**src/rtl/fetch_pkg.sv**
```systemverilog
// Shared fetch-stage types and constants: FSM states, default widths,
// the HLT encoding and opcodes shared with the decode stage.
package fetch_pkg;

  localparam int DEF_ADDR_W = 10;
  localparam int DEF_DATA_W = 32;

  localparam logic [31:0] HLT_WORD = 32'h0000_0000;

  // Opcode field values; ADD and SUB are R-type function codes.
  localparam logic [5:0] OP_NOP = 6'h00;
  localparam logic [5:0] OP_ADD = 6'h20;
  localparam logic [5:0] OP_SUB = 6'h22;
  localparam logic [5:0] OP_BEQ = 6'h04;
  localparam logic [5:0] OP_J   = 6'h02;

  typedef enum logic [1:0] {
    ST_START = 2'd0,
    ST_RUN   = 2'd1,
    ST_HALT  = 2'd2
  } fetch_state_e;

endpackage

```
**src/rtl/fetch_perf_counters.sv**
```systemverilog
// Bank of saturating event counters, one per bit of inc_i.
module fetch_perf_counters #(
  parameter int CNT_N = 3,
  parameter int CNT_W = 16
) (
  input  logic                        clk,
  input  logic                        rst_n,
  input  logic [CNT_N-1:0]            inc_i,
  output logic [CNT_N-1:0][CNT_W-1:0] count_o
);

  generate
    for (genvar gi = 0; gi < CNT_N; gi++) begin : g_cnt
      logic [CNT_W-1:0] cnt_q, cnt_d;

      always_comb begin
        cnt_d = cnt_q;
        if (inc_i[gi] && (cnt_q != {CNT_W{1'b1}})) cnt_d = cnt_q + CNT_W'(1);
      end

      always_ff @(posedge clk or negedge rst_n) begin
        if (!rst_n) cnt_q <= '0;
        else        cnt_q <= cnt_d;
      end

      assign count_o[gi] = cnt_q;
    end
  endgenerate

endmodule

```
**src/rtl/fetch_sequencer.sv**
```systemverilog
// Instruction fetch sequencer: owns the PC, addresses the synchronous ROM and
// pairs returned words with their PC. FETCH_PERF_CNT_EN adds perf counters.
module fetch_sequencer
  import fetch_pkg::*;
#(
  parameter int                ADDR_W   = DEF_ADDR_W,
  parameter int                DATA_W   = DEF_DATA_W,
  parameter logic [ADDR_W-1:0] RESET_PC = '0,
  parameter logic [DATA_W-1:0] HLT_WORD = DATA_W'(fetch_pkg::HLT_WORD)
) (
  input  logic              clk,
  input  logic              rst_n,
  input  logic              stall,
  input  logic              redirect,
  input  logic [ADDR_W-1:0] redirect_pc,
  output logic [ADDR_W-1:0] direccion,
  input  logic [DATA_W-1:0] instruccion,
  output logic [DATA_W-1:0] instr_out,
  output logic [ADDR_W-1:0] pc_out,
  output logic              valid_out,
`ifdef FETCH_PERF_CNT_EN
  output logic [15:0]       perf_fetched,
  output logic [15:0]       perf_stalls,
  output logic [15:0]       perf_redirects,
`endif
  output logic              halted
);

  fetch_state_e      state_q, state_d;
  logic [ADDR_W-1:0] fetch_pc_q, fetch_pc_d;
  logic [ADDR_W-1:0] pc_q, pc_d;
  logic              valid_q, valid_d;

  always_ff @(posedge clk or negedge rst_n) begin
    if (!rst_n) begin
      state_q    <= ST_START;
      fetch_pc_q <= RESET_PC;
      pc_q       <= RESET_PC;
      valid_q    <= 1'b0;
    end else begin
      state_q    <= state_d;
      fetch_pc_q <= fetch_pc_d;
      pc_q       <= pc_d;
      valid_q    <= valid_d;
    end
  end

  always_comb begin
    state_d    = state_q;
    fetch_pc_d = fetch_pc_q;
    pc_d       = pc_q;
    valid_d    = valid_q;
    if (redirect) begin
      state_d    = ST_RUN;
      pc_d       = redirect_pc;
      fetch_pc_d = redirect_pc + ADDR_W'(1);
      valid_d    = 1'b1;
    end else begin
      case (state_q)
        ST_START: begin
          if (!stall) begin
            state_d    = ST_RUN;
            pc_d       = RESET_PC;
            fetch_pc_d = RESET_PC + ADDR_W'(1);
            valid_d    = 1'b1;
          end
        end
        ST_RUN: begin
          if (!stall) begin
            // The HLT word stays on the outputs; PC freezes on it.
            if (valid_out && (instruccion == HLT_WORD)) begin
              state_d = ST_HALT;
            end else begin
              pc_d       = fetch_pc_q;
              fetch_pc_d = fetch_pc_q + ADDR_W'(1);
              valid_d    = 1'b1;
            end
          end
        end
        ST_HALT: ;
        default: state_d = ST_START;
      endcase
    end
  end

  // Holding the address at pc_q makes the ROM re-read the displayed word.
  always_comb begin
    if (redirect)                               direccion = redirect_pc;
    else if ((state_q == ST_HALT) || stall)     direccion = pc_q;
    else                                        direccion = fetch_pc_q;
  end

  assign valid_out = valid_q & ~redirect & (state_q == ST_RUN);
  assign pc_out    = pc_q;
  assign instr_out = valid_out ? instruccion : HLT_WORD;
  assign halted    = (state_q == ST_HALT);

`ifdef FETCH_PERF_CNT_EN
  logic [2:0][15:0] perf_cnt;

  fetch_perf_counters #(
    .CNT_N(3),
    .CNT_W(16)
  ) u_perf (
    .clk    (clk),
    .rst_n  (rst_n),
    .inc_i  ({redirect, (state_q == ST_RUN) & stall, valid_out & ~stall}),
    .count_o(perf_cnt)
  );

  assign perf_fetched   = perf_cnt[0];
  assign perf_stalls    = perf_cnt[1];
  assign perf_redirects = perf_cnt[2];
`endif

endmodule
```
**config.mk**
```make
export PLATFORM = sky130hd
export DESIGN_NAME = fetch_sequencer
export DESIGN_NICKNAME = d
export VERILOG_FILES = /design/src/rtl/fetch_pkg.sv /design/src/rtl/fetch_perf_counters.sv /design/src/rtl/fetch_sequencer.sv
export SDC_FILE = /design/constraint.sdc
export NUM_CORES = 1
export LEC_CHECK = 0
export ABC_AREA = 1
export CAP_MARGIN = 15
export CORE_MARGIN = 2
export CORE_UTILIZATION = 35
export CTS_BUF_LIST = sky130_fd_sc_hd__clkbuf_4
export DETAILED_ROUTE_END_ITERATION = 10
export PLACE_DENSITY = 0.83
export REMOVE_ABC_BUFFERS = 1
export SLEW_MARGIN = 10
export SYNTH_ARGS = -nofsm -noshare
export SYNTH_HDL_FRONTEND = slang
export SYNTH_SLANG_ARGS = --single-unit
```
**constraint.sdc**
```tcl
create_clock -name clk -period 1.7 [get_ports clk]
set_clock_uncertainty 0.05 [all_clocks]
set_input_delay 0.255 -clock clk [delete_from_list [all_inputs] [get_ports clk]]
set_output_delay 0.255 -clock clk [all_outputs]
set_load 0.02 [all_outputs]
```
==> run_results.csv, run 1 <==
group,metric,value,unit
finish,nets,560,
detailed_routing,drcViolationCount,0,
grt,grt_pass1_vias,2905,
finish,ff_latch_area,576,um^2
detailed_routing,vias_per_cell,5.13,
critical_path,reg2regPathDepth,12,
flow_run,drv_cap,0,
logic_synthesis,synth_cells,358,
cts,cts_tree,"done",
logic_synthesis,synth_top_area_share,28.2,%
detailed_routing,drt_wl_total,9250,um
critical_path,cp_slowest_cell,"dfrtp_1",
grt,gr-usage-all-layers,25.9,%
detailed_routing,vias,2990,
floorplanning,rows,27,
timing,maxSlewViolCount,0,
finish,utilization,69.7,%
cts,cts.clk_slew.worst_paths,140,ps
outcome,violations,"setup timing",
cts,cts_hold_buf,0,
floorplanning,io_pins,100,
grt,antenna_found_initial,0,
floorplanning,die_x,80.4,um
logic_synthesis,synth_seq_cells,23,
cts,cts_buffers,3,
critical_path,path_cells,"inv_2, nand3_4, nor2_4, inv_4, buf_16, buf_6, nor2_4, buf_6",
power_and_ir_drop,ir_drop,0.567,mV
power_and_ir_drop,p_leak,2.03,nW
timing,rsz0062_at_grt,"yes",
detailed_routing,routedWlPerCell,15.9,um
critical_path,r2r_slack,-200,ps
floorplanning,fp.dieArea,0.00646,mm^2
critical_path,start_kind,"flop",
timing,layout_setup_ws,-272,ps
finish,fillers,408,
critical_path,crit_arrival,1670,ps
cts,clk_path_buf_depth,2,
finish,multi_input_area,0.00134,mm^2
finish,fin_cells,583,
critical_path,slowest_delay,440,ps
placed_design,dp_hpwl,5470,um
critical_path,crit_family,"buffers and inverters",
critical_path,critical_path_depth,8,
floorplanning,start_util,36.6,%
logic_synthesis,synth_cell_types,23,
placed_design,pre_cts_slack,-585,ps
timing,max_freq,507,MHz
critical_path,end_kind,"primary output",
logic_synthesis,syn_area_per_cell,5.70,um^2
timing,setup_viol,64,
critical_path,r2r-start,"state_q[1]$_DFFE_PN0P_",
cts,cts.sinks,23,
floorplanning,die_h,80.4,um
finish,diodes,0,
logic_synthesis,synth.cell_area,0.00204,mm^2
grt,gr-total-overflow,0,
timing,finalHoldViolCount,0,
outcome,status,"finished, violations left",
cts,h-tree-depth,1,
detailed_routing,drtAntennaViolNets,0,
power_and_ir_drop,power.density,1010,mW/mm^2
floorplanning,core,0.00557,mm^2
finish,drive_gt1_share,30.1,%
critical_path,crit_required,1390,ps
cts,clk_latency,320,ps
placed_design,placed_cells,559,
logic_synthesis,seq_area_frac_synth,28.2,%
timing,relSlewSlack,72.4,%
placed_design,place.gp.congestion,0.864,
min_path,hold_class,"in2async",
critical_path,path_class,"reg2out",
critical_path,path_max_fanout,16,
critical_path,crit_buf_inv,5,
cts,root_buffer,"clkbuf_4",
grt,grt_max_degree,24,
logic_synthesis,synth.area.top_cells,"dfrtp_1 (28%), nand2_1 (19%), nor2_1 (13%), inv_1 (12%), o21ai_0 (7.1%)",
finish,area_growth,90.2,%
logic_synthesis,ys.warnings.count,0,
timing,finalWorstPathRequiredPeriod,1970,ps
detailed_routing,initialDrtViolationCount,188,
placed_design,port-buffer-count,99,
logic_synthesis,netlist.top_cell.by_area,"dfrtp_1",
timing,worstMarginPinSlew,410,ps
timing,fin_crit_sh,116,%
grt,grt_pass1_wl,13200,um
critical_path,r2r-end,"fetch_pc_q[2]$_DFFE_PN0P_",
detailed_routing,drt_pass1_iterations,5,
Yosys cell counts:
cell type and n:
nand2_2 1, nor2_4 1, nor2_1 69, nand4_1 3, nand3_2 1, ha_1 2, buf_6 3, clkbuf_1 7
inv_4 1, clkinv_1 1, inv_1 65, nand2_1 103, a21oi_1 1, dfrtp_1 23, nand3_1 23, o22ai_1 17
o21ai_4 1, inv_2 1, xnor2_1 2, o21ai_0 29, buf_2 2, a22o_1 1, o21bai_1 1
where the power goes:
| part | internal (W) | switching, W | total [W] | leakage (nW) |
|---|---|---|---|---|
| clock network | 0.000108 | 0.000182 | 0.000290 | 0.0184 |
| registers | 0.000686 | 0.000133 | 0.000818 | 0.287 |
| logic | 0.00135 | 0.00145 | 0.00280 | 1.72 |
| total | 0.00214 | 0.00176 | 0.00390 | 2.03 |
state kept, by name (all words and copies together), names as in the netlist:
name,count
pc_out,10
fetch_pc_q,10
state_q,2
valid_q,1
layout make-up:
| type | instances | share of cell area, % |
|---|---|---|
| timing repair buffer | 161 | 40.9 |
| clock buffer | 4 | 0.773 |
| inverter | 68 | 6.77 |
| tap | 72 | 2.32 |
| multi-input combinational | 255 | 34.4 |
| sequential | 23 | 14.8 |
through the flow:
stage	cell area, um^2	power (W)	hold slack, ps	setup TNS, ps
after global placement	3390	0.00285	434	-26020
after global routing	3880	0.00410	245	-16960
after CTS	3680	0.00362	238	-5060
final	3880	0.00390	221	-11190
after detailed placement	3390	0.00289	440	-27750
after floorplan	1970	0.00179	-90.6	-15970
worst register-to-register path: stages (launching register included):
cell	delay, ps
dfrtp_1	440
inv_2	100
nand3_4	90
nor2_4	140
buf_4	120
buf_4	100
buf_4	120
nand2_4	70
o21ai_4	160
buf_6	170
clkbuf_16	160
nand2_1	60
nand2_1	70
cell families after synthesis:
family / Yosys count / share of synthesized area, %
AO/OA/AOI/OAI: 50 / 14.2
XOR/XNOR: 2 / 0.858
adder cells (fa/ha/maj): 2 / 1.23
buffers and inverters: 80 / 16.1
flip-flops: 23 / 28.2
AND/OR/NAND/NOR: 201 / 39.5
layout by cell type, fill, tap and decap left out, drive strengths merged, types with 2 or more instances in the layout:
master         count
o21ai             30
ha                 2
dfrtp             23
clkdlybuf4s50     53
nand3             24
clkbuf             7
nand4              3
inv               67
nand2            104
nor2              70
buf              103
o22ai             17
xnor2              2
layer usage:
layer	routed length, um	vias up	global-route usage, %
met5	0	-	0
met4	265	0	10.5
met3	789	31	3.26
met2	4850	177	48.4
met1	3340	1368	29.4
li1	-	1414	-
worst max-delay path by stage:
stage / to / start / slack, ps
finish: instr_out[13] / state_q[1]$_DFFE_PN0P_ / -270
global route: instr_out[14] / state_q[1]$_DFFE_PN0P_ / -350
CTS: instr_out[10] / state_q[1]$_DFFE_PN0P_ / -200
detailed placement: instr_out[1] / redirect / -580
global placement: direccion[2] / stall / -550
floorplan: instr_out[0] / redirect / -340
timing repair:
item	in CTS	in global routing
setup endpoints to repair	44	67
gates resized for setup	294	38
pin swaps	3	8
setup buffers	12	3
cloned	2	3
No activity file was read; power rests on OpenSTA's default activity.
==> run 2: changes to the inputs <==
--- a/config.mk
+++ b/config.mk
@@ -9,7 +9,7 @@
 export CAP_MARGIN = 15
 export CORE_MARGIN = 2
 export CORE_UTILIZATION = 35
-export CTS_BUF_LIST = sky130_fd_sc_hd__clkbuf_4
+export CTS_BUF_LIST = sky130_fd_sc_hd__clkbuf_16
 export DETAILED_ROUTE_END_ITERATION = 10
 export PLACE_DENSITY = 0.83
 export REMOVE_ABC_BUFFERS = 1
==> run 2 against run 1 <==
The flow still finishes with violations (setup timing). Setup slack gained 150 ps. Cell count shrank 1.9%. Sequential power grew 2%. Sequential cell count is the same. Combinational power shrank 3%. Via count shrank 3.2%. Fmax grew 8.0%. Critical path depth shrank 1. Largest power group unchanged.
==> run_results.csv, run 2 (synthesized netlist as in run 1, its figures left out) <==
group,metric,value,unit
power_and_ir_drop,p_leak,1.98,nW
power_and_ir_drop,power.density,1030,mW/mm^2
detailed_routing,vias,2894,
critical_path,crit_path_end,"instr_out[1]",
detailed_routing,drtAntennaViolNets,0,
outcome,violations,"setup timing",
timing,layout_setup_ws,-125,ps
outcome,status,"finished, violations left",
timing,hold_ws,299,ps
timing,max_freq,548,MHz
critical_path,r2r-start,"state_q[1]$_DFFE_PN0P_",
timing,finalHoldViolCount,0,
grt,grt_pass1_wl,12100,um
floorplanning,io_pins,100,
critical_path,path_max_fanout,8,
cts,cts_tree,"done",
finish,drive_gt1_share,33.2,%
cts,cts_hold_buf,0,
detailed_routing,drt_pass1_iterations,4,
flow_run,drv_cap,0,
critical_path,crit_arrival,1520,ps
floorplanning,die_h,80.4,um
cts,cts.sinks,23,
detailed_routing,routedWlPerCell,15.4,um
cts,h-tree-depth,1,
cts,cts.clk_slew.worst_paths,60,ps
timing,final.setup.tns,-2840,ps
critical_path,path_cells,"inv_2, nand3_4, nor2_4, inv_4, clkbuf_16, nor2_4, buf_6",
cts,cts_buffers,3,
critical_path,crit_required,1390,ps
timing,fin_crit_sh,107,%
detailed_routing,drcViolationCount,0,
critical_path,r2r_slack,-30,ps
placed_design,port-buffer-count,99,
grt,gr-usage-all-layers,23.5,%
timing,worstMarginPinSlew,434,ps
detailed_routing,drt_wl_total,8810,um
critical_path,r2r-end,"fetch_pc_q[0]$_DFFE_PN0P_",
floorplanning,core,0.00557,mm^2
finish,nets,549,
critical_path,start_kind,"flop",
finish,diodes,0,
timing,setup_viol,48,
placed_design,dp_hpwl,5470,um
cts,clk_path_buf_depth,2,
timing,maxSlewViolCount,0,
detailed_routing,vias_per_cell,5.06,
floorplanning,start_util,36.6,%
placed_design,place.gp.congestion,0.864,
finish,layout_common_cells,"nand2_1 (101), inv_1 (61), clkdlybuf4s50_1 (54), buf_4 (49), buf_6 (39)",
detailed_routing,initialDrtViolationCount,197,
grt,gr-total-overflow,0,
grt,antenna_found_initial,0,
critical_path,path_class,"reg2out",
timing,finalWorstPathRequiredPeriod,1830,ps
critical_path,slowest_delay,410,ps
finish,area_growth,94.9,%
grt,grt_max_degree,33,
critical_path,startpoint,"state_q[1]$_DFFE_PN0P_",
min_path,hold_class,"in2async",
grt,grt_pass1_vias,2684,
cts,clk_latency,260,ps
timing,relSlewSlack,70.8,%
timing,rsz0062_at_grt,"yes",
critical_path,cpMostUsedCell,"nor2_4",
floorplanning,fp.dieArea,0.00646,mm^2
floorplanning,rows,27,
finish,final_common_cell,"nand2_1",
critical_path,end_kind,"primary output",
floorplanning,die_x,80.4,um
cts,root_buffer,"clkbuf_16",
critical_path,cp_slowest_cell,"dfrtp_1",
critical_path,reg2regPathDepth,10,
power_and_ir_drop,ir_drop,0.622,mV
==> run 2: cell types whose count changed in the layout (fill, tap and decap cells not counted), moves of 4 or more <==
cell | before | now
o21ai_2 | 1 | 7
nor2_4 | 17 | 28
buf_4 | 60 | 49
o21ai_1 | 12 | 2
nor2_1 | 40 | 32
clkbuf_4 | 4 | 0
==> run 2: layout make-up <==
class	instances	area [um^2]
Inverter	68	262
Tap cell	72	90.1
Fill cell	420	1600
Sequential cell	23	576
Clock buffer	3	75.1
Clock inverter	1	3.75
Multi-Input combinational cell	255	1480
Timing Repair Buffer	150	1490
==> run 2: timing repair <==
action	4_1_cts	5_1_grt
gates resized for setup	220	148
pin swaps	4	13
buffers inserted	4	3
gates cloned	0	3
endpoints found under the setup margin	44	65
==> run 2: how the worst min path moves through the flow <==
stage | startpoint | endpoint | slack (ps) | cells past startpoint
after global placement | pc_out[5]$_DFFE_PN0P_ | pc_out[5]$_DFFE_PN0P_ | 430 | 2
after CTS | rst_n | pc_out[8]$_DFFE_PN0P_ | 320 | 2
after global routing | rst_n | pc_out[8]$_DFFE_PN0P_ | 340 | 2
after detailed placement | pc_out[8]$_DFFE_PN0P_ | pc_out[8]$_DFFE_PN0P_ | 440 | 2
after floorplan | rst_n | fetch_pc_q[0]$_DFFE_PN0P_ | -90 | 0
final | rst_n | pc_out[8]$_DFFE_PN0P_ | 300 | 2
==> run 2: layer usage <==
layer	global-route usage (%)	share of wire (%)	wire, um
met5	0	0	0
met4	7.63	2.6	228
met3	2.02	5.2	460
met2	44.4	55	4830
met1	27.6	37	3290
==> run 2: metrics by stage <==
step | setup WS [ps] | utilization, % | area (um^2) | power, W | cells
2_1_floorplan | -342 | - | 1970 | 0.00179 | 346
3_3_place_gp | -553 | 60.9 | 3390 | 0.00285 | 559
3_5_place_dp | -585 | 60.9 | 3390 | 0.00289 | 559
4_1_cts | -91.9 | 60.6 | 3380 | 0.00340 | 567
5_1_grt | -172 | 71.4 | 3980 | 0.00431 | 572
6_report | -125 | 71.4 | 3980 | 0.00409 | 572
==> run 2: critical path: cells and delay by family (launching register included) <==
family                 cells  cell delay, ps
DFF                        1             410
and+or+nand+nor            3             370
buffers and inverters      4             480
==> run 2: power by group <==
| part | leakage, nW | internal, W | total, W | switching (W) |
|---|---|---|---|---|
| clock network | 0.0423 | 0.000315 | 0.000518 | 0.000203 |
| registers | 0.287 | 0.000688 | 0.000835 | 0.000147 |
| logic | 1.65 | 0.00127 | 0.00273 | 0.00146 |
| total | 1.98 | 0.00227 | 0.00409 | 0.00181 |
